$ cat config.mk
export PLATFORM = sky130hd
export DESIGN_NAME = btn_debounce
export DESIGN_NICKNAME = d
export VERILOG_FILES = /design/src/rtl/btn_debounce.sv
export SDC_FILE = /design/constraint.sdc
export NUM_CORES = 1
export LEC_CHECK = 0
export CORE_MARGIN = 2
export CORE_UTILIZATION = 35
export DETAILED_ROUTE_END_ITERATION = 6
export HOLD_SLACK_MARGIN = 0.12
export PLACE_DENSITY_LB_ADDON = 0.1
export SLEW_MARGIN = 20
export SYNTH_ARGS = -nofsm -noshare
export SYNTH_HDL_FRONTEND = slang
export SYNTH_SLANG_ARGS = --single-unit
$ cat constraint.sdc
create_clock -name clk -period 3.2 [get_ports clk]
set_input_delay 0.96 -clock clk [delete_from_list [all_inputs] [get_ports clk]]
set_output_delay 0.96 -clock clk [all_outputs]
set_load 0.02 [all_outputs]
$ cat src/rtl/btn_debounce.sv
// Push-button debouncer: 2-flop sync, 4-state FSM, press strobe and counter.
// Optional auto-repeat while held: define BTN_AUTOREPEAT_EN.
`timescale 1ps/1ps
module btn_debounce #(
    parameter int unsigned DB_CYCLES     = 8,
    parameter int unsigned REPEAT_DELAY  = 32,
    parameter int unsigned REPEAT_PERIOD = 16
) (
    input  logic       clk,
    input  logic       rst,
    input  logic       btn,
    output logic       btn_level,
    output logic       btn_pulse,
    output logic [7:0] press_cnt
);

    typedef enum logic [1:0] {
        IDLE,
        PRESS_WAIT,
        HELD,
        RELEASE_WAIT
    } state_t;

    localparam logic [15:0] DB_LAST = 16'(DB_CYCLES - 1);
`ifdef BTN_AUTOREPEAT_EN
    localparam logic [15:0] RPT_LAST   = 16'(REPEAT_DELAY - 1);
    localparam logic [15:0] RPT_RELOAD = 16'(REPEAT_DELAY - REPEAT_PERIOD);
`endif

    // Elaboration-time range checks on the timing parameters
    if (DB_CYCLES < 2 || DB_CYCLES > 65535) begin : g_bad_db
        $error("DB_CYCLES out of range");
    end
    if (REPEAT_DELAY < 2 || REPEAT_DELAY > 65535) begin : g_bad_rd
        $error("REPEAT_DELAY out of range");
    end
    if (REPEAT_PERIOD < 2 || REPEAT_PERIOD > 65535) begin : g_bad_rp
        $error("REPEAT_PERIOD out of range");
    end

    logic        sync1;
    logic        btn_s;
    state_t      state;
    logic [15:0] cnt;

    // Two-flop synchronizer for the raw asynchronous button
    always_ff @(posedge clk or posedge rst) begin
        if (rst) begin
            sync1 <= 1'b0;
            btn_s <= 1'b0;
        end else begin
            sync1 <= btn;
            btn_s <= sync1;
        end
    end

    // Debounce FSM with registered level, strobe and press counter
    always_ff @(posedge clk or posedge rst) begin
        if (rst) begin
            state     <= IDLE;
            cnt       <= '0;
            btn_level <= 1'b0;
            btn_pulse <= 1'b0;
            press_cnt <= '0;
        end else begin
            btn_pulse <= 1'b0;
            case (state)
                IDLE: begin
                    if (btn_s) begin
                        state <= PRESS_WAIT;
                        cnt   <= 16'd1;
                    end else begin
                        cnt <= '0;
                    end
                end
                PRESS_WAIT: begin
                    if (!btn_s) begin
                        state <= IDLE;
                        cnt   <= '0;
                    end else if (cnt == DB_LAST) begin
                        state     <= HELD;
                        cnt       <= '0;
                        btn_level <= 1'b1;
                        btn_pulse <= 1'b1;
                        press_cnt <= press_cnt + 8'd1;
                    end else begin
                        cnt <= cnt + 16'd1;
                    end
                end
                HELD: begin
                    if (!btn_s) begin
                        state <= RELEASE_WAIT;
                        cnt   <= 16'd1;
                    end else begin
`ifdef BTN_AUTOREPEAT_EN
                        if (cnt == RPT_LAST) begin
                            cnt       <= RPT_RELOAD;
                            btn_pulse <= 1'b1;
                            press_cnt <= press_cnt + 8'd1;
                        end else begin
                            cnt <= cnt + 16'd1;
                        end
`else
                        cnt <= '0;
`endif
                    end
                end
                RELEASE_WAIT: begin
                    if (btn_s) begin
                        state <= HELD;
                        cnt   <= '0;
                    end else if (cnt == DB_LAST) begin
                        state     <= IDLE;
                        cnt       <= '0;
                        btn_level <= 1'b0;
                    end else begin
                        cnt <= cnt + 16'd1;
                    end
                end
                default: begin
                    state     <= IDLE;
                    cnt       <= '0;
                    btn_level <= 1'b0;
                end
            endcase
        end
    end

endmodule

==> results of run 1 <==
through the flow:
stage          utilization  std cells
2_1_floorplan            -        133
3_3_place_gp        0.3902        193
3_5_place_dp        0.3902        193
4_1_cts             0.4158        201
5_1_grt             0.4158        201
6_report            0.4158        201
how the worst max path moves through the flow:
stage                       startpoint           end  depth (start not counted)
after floorplan                 cnt[0]  press_cnt[1]                          7
after global placement    press_cnt[5]  press_cnt[5]                          1
after detailed placement  press_cnt[4]  press_cnt[4]                          1
after CTS                 press_cnt[4]  press_cnt[4]                          1
after global routing      press_cnt[5]  press_cnt[5]                          1
final                     press_cnt[4]  press_cnt[4]                          1
synthesized netlist by cell type:
| cell | count | area [sq um] |
|---|---|---|
| nand4b_1 | 1 | 8.760 |
| nand2_1 | 6 | 22.52 |
| buf_2 | 2 | 10.01 |
| and3b_1 | 1 | 8.760 |
| nand2b_1 | 1 | 6.260 |
| nor2_2 | 1 | 6.260 |
| nor4_1 | 3 | 18.77 |
| buf_12 | 1 | 20.02 |
| nand3_1 | 9 | 45.04 |
| and4_4 | 1 | 11.26 |
| xor2_1 | 11 | 96.34 |
| ha_1 | 2 | 25.02 |
| mux2_1 | 1 | 11.26 |
| and2_1 | 2 | 12.51 |
| nand4_1 | 7 | 43.79 |
| inv_1 | 3 | 11.26 |
| nor3_1 | 2 | 10.01 |
| nor2_1 | 7 | 26.28 |
| and4_1 | 6 | 52.55 |
| or2_1 | 1 | 6.260 |
| buf_6 | 2 | 22.52 |
| dfrtp_1 | 30 | 750.7 |
| mux2_4 | 1 | 15.01 |
| a21oi_1 | 1 | 5.000 |
| nor2_4 | 9 | 101.4 |
| or4_1 | 1 | 7.510 |
| nor4_2 | 1 | 12.51 |
| xnor2_1 | 11 | 96.34 |
| and2_4 | 1 | 8.760 |
| and4bb_1 | 1 | 12.51 |
| and3_1 | 3 | 18.77 |
| a21boi_0 | 1 | 7.510 |
| clkbuf_1 | 1 | 3.750 |
| o21a_1 | 1 | 7.510 |
| a211o_1 | 1 | 8.760 |
kinds of logic (layout without fill, tap and decap cells):
| family | count (synthesis) | in the layout | share of synthesized area |
|---|---|---|---|
| DFF | 30 | 30 | 0.4902 |
| muxes | 2 | 2 | 0.01715 |
| and+or+nand+nor | 64 | 64 | 0.2876 |
| buffers and inverters | 9 | 25 | 0.04411 |
| adders and majority gates | 2 | 2 | 0.01634 |
| xor gates and xnor gates | 22 | 22 | 0.1258 |
| AOI/OAI and AO/OA | 4 | 4 | 0.01879 |
layout make-up:
type / count / area (sq um)
Sequential cell: 30 / 750.7
Fill cell: 412 / 2509
Inverter: 3 / 11.26
Timing Repair Buffer: 14 / 135.1
Clock buffer: 8 / 110.1
Multi-Input combinational cell: 94 / 713.2
Tap cell: 52 / 65.06
registers in the layout (all words and copies together) (netlist names), named ones only:
name and cells:
press_cnt 8, sync1 1, state 1, btn_pulse 1, btn_s 1, btn_level 1
cnt 16
report_power, final:
part / leakage, nW / switching [W] / total [W] / internal (W)
Combinational: 0.278 / 0.0000192 / 0.0000279 / 0.00000865
Clock: 0.0575 / 0.000130 / 0.000347 / 0.000217
Sequential: 0.405 / 0.00000376 / 0.000387 / 0.000383
Total: 0.741 / 0.000153 / 0.000762 / 0.000609
layer usage:
| layer | vias up | track usage | share of wire |
|---|---|---|---|
| met1 | 466 | 0.1730 | 0.51 |
| met3 | 2 | 0.04040 | 0.036 |
| met4 | 0 | 0.05128 | 0.010 |
| li1 | 487 | - | - |
| met5 | - | 0 | 0 |
| met2 | 16 | 0.1746 | 0.44 |
placed cells by master, fill, tap and decap left out, drive strengths merged, types with 3 or more instances in the layout:
cell type | synthesis | final
and2 | 3 | 3
and3 | 3 | 3
and4 | 7 | 7
clkbuf | 1 | 8
clkdlybuf4s50 | 0 | 12
dfrtp | 30 | 30
inv | 3 | 3
nand2 | 6 | 6
nand3 | 9 | 9
nand4 | 7 | 7
nor2 | 17 | 17
nor4 | 4 | 4
xnor2 | 11 | 11
xor2 | 11 | 11
==> out/qor.yml, run 1 <==
status: "finished clean"
hold_buffers: 0
route.vias.total: 971
cts.clk_slew.worst_paths_ns: 0.06
die_x_um: 70.15
fin_area_sq_um: 1785
hold_violations: 0
hold_depth: 0
synth_nets: 138
synth_seq_cells: 30
ctsHtreeMaxLevel: 2
syn_avg_cell_area_sq_um: 11.51
r2r_end: "cnt[12]"
grt_max_degree: 31
required_ns: 2.24
start_kind: "flop"
vias_per_cell: 4.831
clock_sinks: 30
wl_um: 2540
setup_slack_ns: 0.9327
power_w: 0.0007620
dr.pass1.iters: 4
holdCritPathClass: "reg -> reg"
slew_headroom: 0.7417
die_y_um: 70.15
reg2reg_depth: 6
grtUsageTotal: 0.1233
grt_pass1_vias: 997
period_needed_ns: 2.267
grt_first_pass_wirelength_um: 4712
clock_path_buffers: 2
fin_skew_ns: 0.003693
pre_cts_ws_ns: 1.218
hold_end: "btn_s"
drt-initial-drc-count: 41
area_growth_pct: 16.58
max_freq_ghz: 0.4411
endpoint_kind: "output pin"
setup_tns_ns: 0
insertedDiodeCount: 0
cts_setup_buffers: 0
io_buffers: 12
synth_seq_area_share: 0.4902
worst_pin_slew_ns: 0.3875
slowest_delay_ns: 0.63
ctsResizeCount: 0
crit_arrival_ns: 1.31
syn-cell-area_sq_um: 1531
path_delay_family: "buffers and inverters"
synth_cell_types: 35
irDropWorstVdd_mv: 0.2355
critical_path_class: "reg -> out"
wl_per_cell_um: 12.64
cap_violations: 0
clk_latency_ns: 0.27
r2r-start: "cnt[0]"
grt_antenna_before_repair: 0
core_area_sq_um: 4294
cts_tree: "done"
critical_path.max_fanout: 5
synth-warning-count: 0
setup_viol: 0
powerDensity_nw_per_um2: 426.8
grt_overflow: 0
die_area_sq_um: 4921
crit_slowest_cell: "clkdlybuf4s50_1"
cts_root_buf: "clkbuf_8"
dpl.hpwl_um: 1829
cp_cell_sequence: "clkdlybuf4s50_1"
dpl_cell_area_sq_um: 1675
finalMaxSlewViolations: 0
leakage_nw: 0.7406
core.rowCount: 24
hold_ws_ns: 0.3506
period_share: 0.7085
drive_above_1_share: 0.1611
rsz0062_at_grt: "false"
final_nets: 153
io-pin-count: 13
hold_start: "sync1"
numCtsBuffers: 5
initial_core_util: 0.3566
synth_cells: 133
drcViolationCount: 0
antenna_left: 0
crit_buf_inv: 1
place_congestion: 0.7822
rrSetupSlack_ns: 1.24
Note: power is estimated with default switching activity, not from simulation.
==> run 2: changes to the inputs <==
clock period = 1.9 ns   (was 3.2 ns; I/O delays follow)
==> out/qor.yml, run 2 (synthesized netlist as in run 1, its figures left out) <==
status: "finished clean"
grt_pass1_vias: 1052  # +5.5%
fin_skew_ns: 0.003650  # -0.00004316 ns
slew_headroom: 0.7421  # about the same
grt_antenna_before_repair: 0  # unchanged
grt_util_met3: 0.04762  # +0.007215
cts_tree: "done"
max_freq_ghz: 0.5446
cp_cell_sequence: "clkdlybuf4s50_1"
numCtsBuffers: 5  # unchanged
finalMaxSlewViolations: 0  # unchanged
antenna_left: 0  # unchanged
fin_area_sq_um: 1853  # +3.8%
rsz0062_at_grt: "false"
regMostFlops: "cnt"
dp.cells: 199  # +3.1%
die_area_sq_um: 4921  # unchanged
io_buffers: 12  # unchanged
grtUsageTotal: 0.1345  # +0.01117
area_growth_pct: 21.00
crit_buf_inv: 1  # unchanged
period_needed_ns: 1.836
setup_viol: 0  # unchanged
dr.pass1.iters: 4  # unchanged
cts_root_buf: "clkbuf_8"
dpl.hpwl_um: 1950  # +6.6%
powerDensity_nw_per_um2: 720.3  # +69%
hold_buffers: 0  # unchanged
final_common_cell: "dfrtp_1"
period_share: 0.9664
setup_tns_ns: 0  # unchanged
dpl_cell_area_sq_um: 1733  # +3.4%
p_switching_w: 0.0002861  # +87%
clk_latency_ns: 0.28  # about the same
vias_per_cell: 5.058  # +4.7%
layout.cells.non_filler: 207  # +3.0%
drive_above_1_share: 0.1935  # +0.03247
leakage_nw: 0.8778  # +19%
p_seq_frac: 0.489  # -0.019
largest_reg_flops: 16  # unchanged
top_usage_layer: "met2"
hold_violations: 0  # unchanged
cts_setup_buffers: 0  # unchanged
mostFrequentLayoutCells: "dfrtp_1, xnor2_1, xor2_1"
endpoint_kind: "output pin"
initial_core_util: 0.3566  # unchanged
required_ns: 1.33  # -0.91 ns
pwr-share-clk: 0.472  # +0.017
insertedDiodeCount: 0  # unchanged
grt_overflow: 0  # unchanged
path_delay_family: "buffers and inverters"
irDropWorstVdd_mv: 0.3843  # +63%
combPwrFrac: 0.039  # +0.002
io-pin-count: 13  # unchanged
slowest_delay_ns: 0.61  # -0.02 ns
use_met1: 0.1836  # +0.01059
cap_violations: 0  # unchanged
place_congestion: 0.7211  # -7.8%
internal_power_w: 0.001049  # +72%
clock_sinks: 30  # unchanged
wl_per_cell_um: 13.61  # +7.7%
fin_util: 0.4315  # +0.01573
start_kind: "flop"
clock_path_buffers: 2  # unchanged
switching_share: 0.2143  # +0.01323
core.rowCount: 24  # unchanged
core_area_sq_um: 4294  # unchanged
reg.largest.list: "cnt: 16 flops, press_cnt: 8 flops"
cts.clk_slew.worst_paths_ns: 0.07  # about the same
drcViolationCount: 0  # unchanged
wl_um: 2817  # +11%
critical_path_class: "reg -> out"
grt_first_pass_wirelength_um: 5030  # +6.7%
ctsHtreeMaxLevel: 2  # unchanged
crit_arrival_ns: 1.27  # -0.04 ns
route.vias.total: 1047  # +7.8%
use_met2: 0.1926  # +0.01799
die_y_um: 70.15  # unchanged
worst_pin_slew_ns: 0.3868  # -0.0006469 ns
die_x_um: 70.15  # unchanged
grt_max_degree: 31  # unchanged
crit_slowest_cell: "clkdlybuf4s50_1"
critical_path.max_fanout: 3  # -2
holdCritPathClass: "reg -> reg"
final_nets: 159  # +3.9%
drt-initial-drc-count: 75  # +83%
-- run 2: through the flow --
stage                     total power (W)  hold WS [ns]  setup slack, ns
final                            0.001335        0.3510          0.06389
after global routing             0.001396        0.3617        0.0009717
after CTS                        0.001355        0.3530         0.007561
after detailed placement        0.0007183        0.3379           0.2034
after global placement          0.0007174        0.3337           0.1636
after floorplan                 0.0007022        0.3312           0.1135
-- run 2: power by group through the flow --
stage / clock (W) / combinational, W / sequential, W
2_1_floorplan: 0 / 0.0000403 / 0.000662
3_3_place_gp: 0 / 0.0000535 / 0.000664
3_5_place_dp: 0 / 0.0000543 / 0.000664
4_1_cts: 0.000649 / 0.0000544 / 0.000652
5_1_grt: 0.000683 / 0.0000597 / 0.000652
6_report: 0.000630 / 0.0000521 / 0.000652
-- run 2: timing repair --
action	CTS	global route
setup endpoints to repair	1	5
gates resized for setup	1	5
hold endpoints to repair	0	0
-- run 2: final timing paths --
kind | startpoint | end | slack, ns | cells after the start
setup / recovery | press_cnt[6] | press_cnt[6] | 0.06 | 1
hold / removal | sync1 | btn_s | 0.35 | 0
setup reg to reg | cnt[0] | cnt[15] | 0.19 | 6
hold reg to reg | sync1 | btn_s | 0.35 | 0
max in group asynchronous | rst | cnt[7] | 0.94 | 3
min in group asynchronous | rst | sync1 | 0.67 | 3
-- run 2: layer usage --
metal	up-vias	share of wire	wire, um
met5	-	0	0
met4	0	0.016	46
met3	5	0.041	115
met2	28	0.45	1278
met1	510	0.49	1376
li1	504	-	-
-- run 2: worst register-to-register path, stage by stage (launching register included) --
cell,delay (ns)
dfrtp_1,0.43
ha_1,0.22
and4bb_1,0.19
and4_4,0.24
or2_1,0.27
buf_12,0.18
nor2_1,0.11
-- run 2: layout make-up --
class	count	area, sq um
fill	426	2441
inverter	3	11.26
clock buffer	5	68.82
timing repair buffer	20	203.9
tap	52	65.06
clock inverter	3	40.04
sequential	30	750.7
multi-input combinational	94	713.2
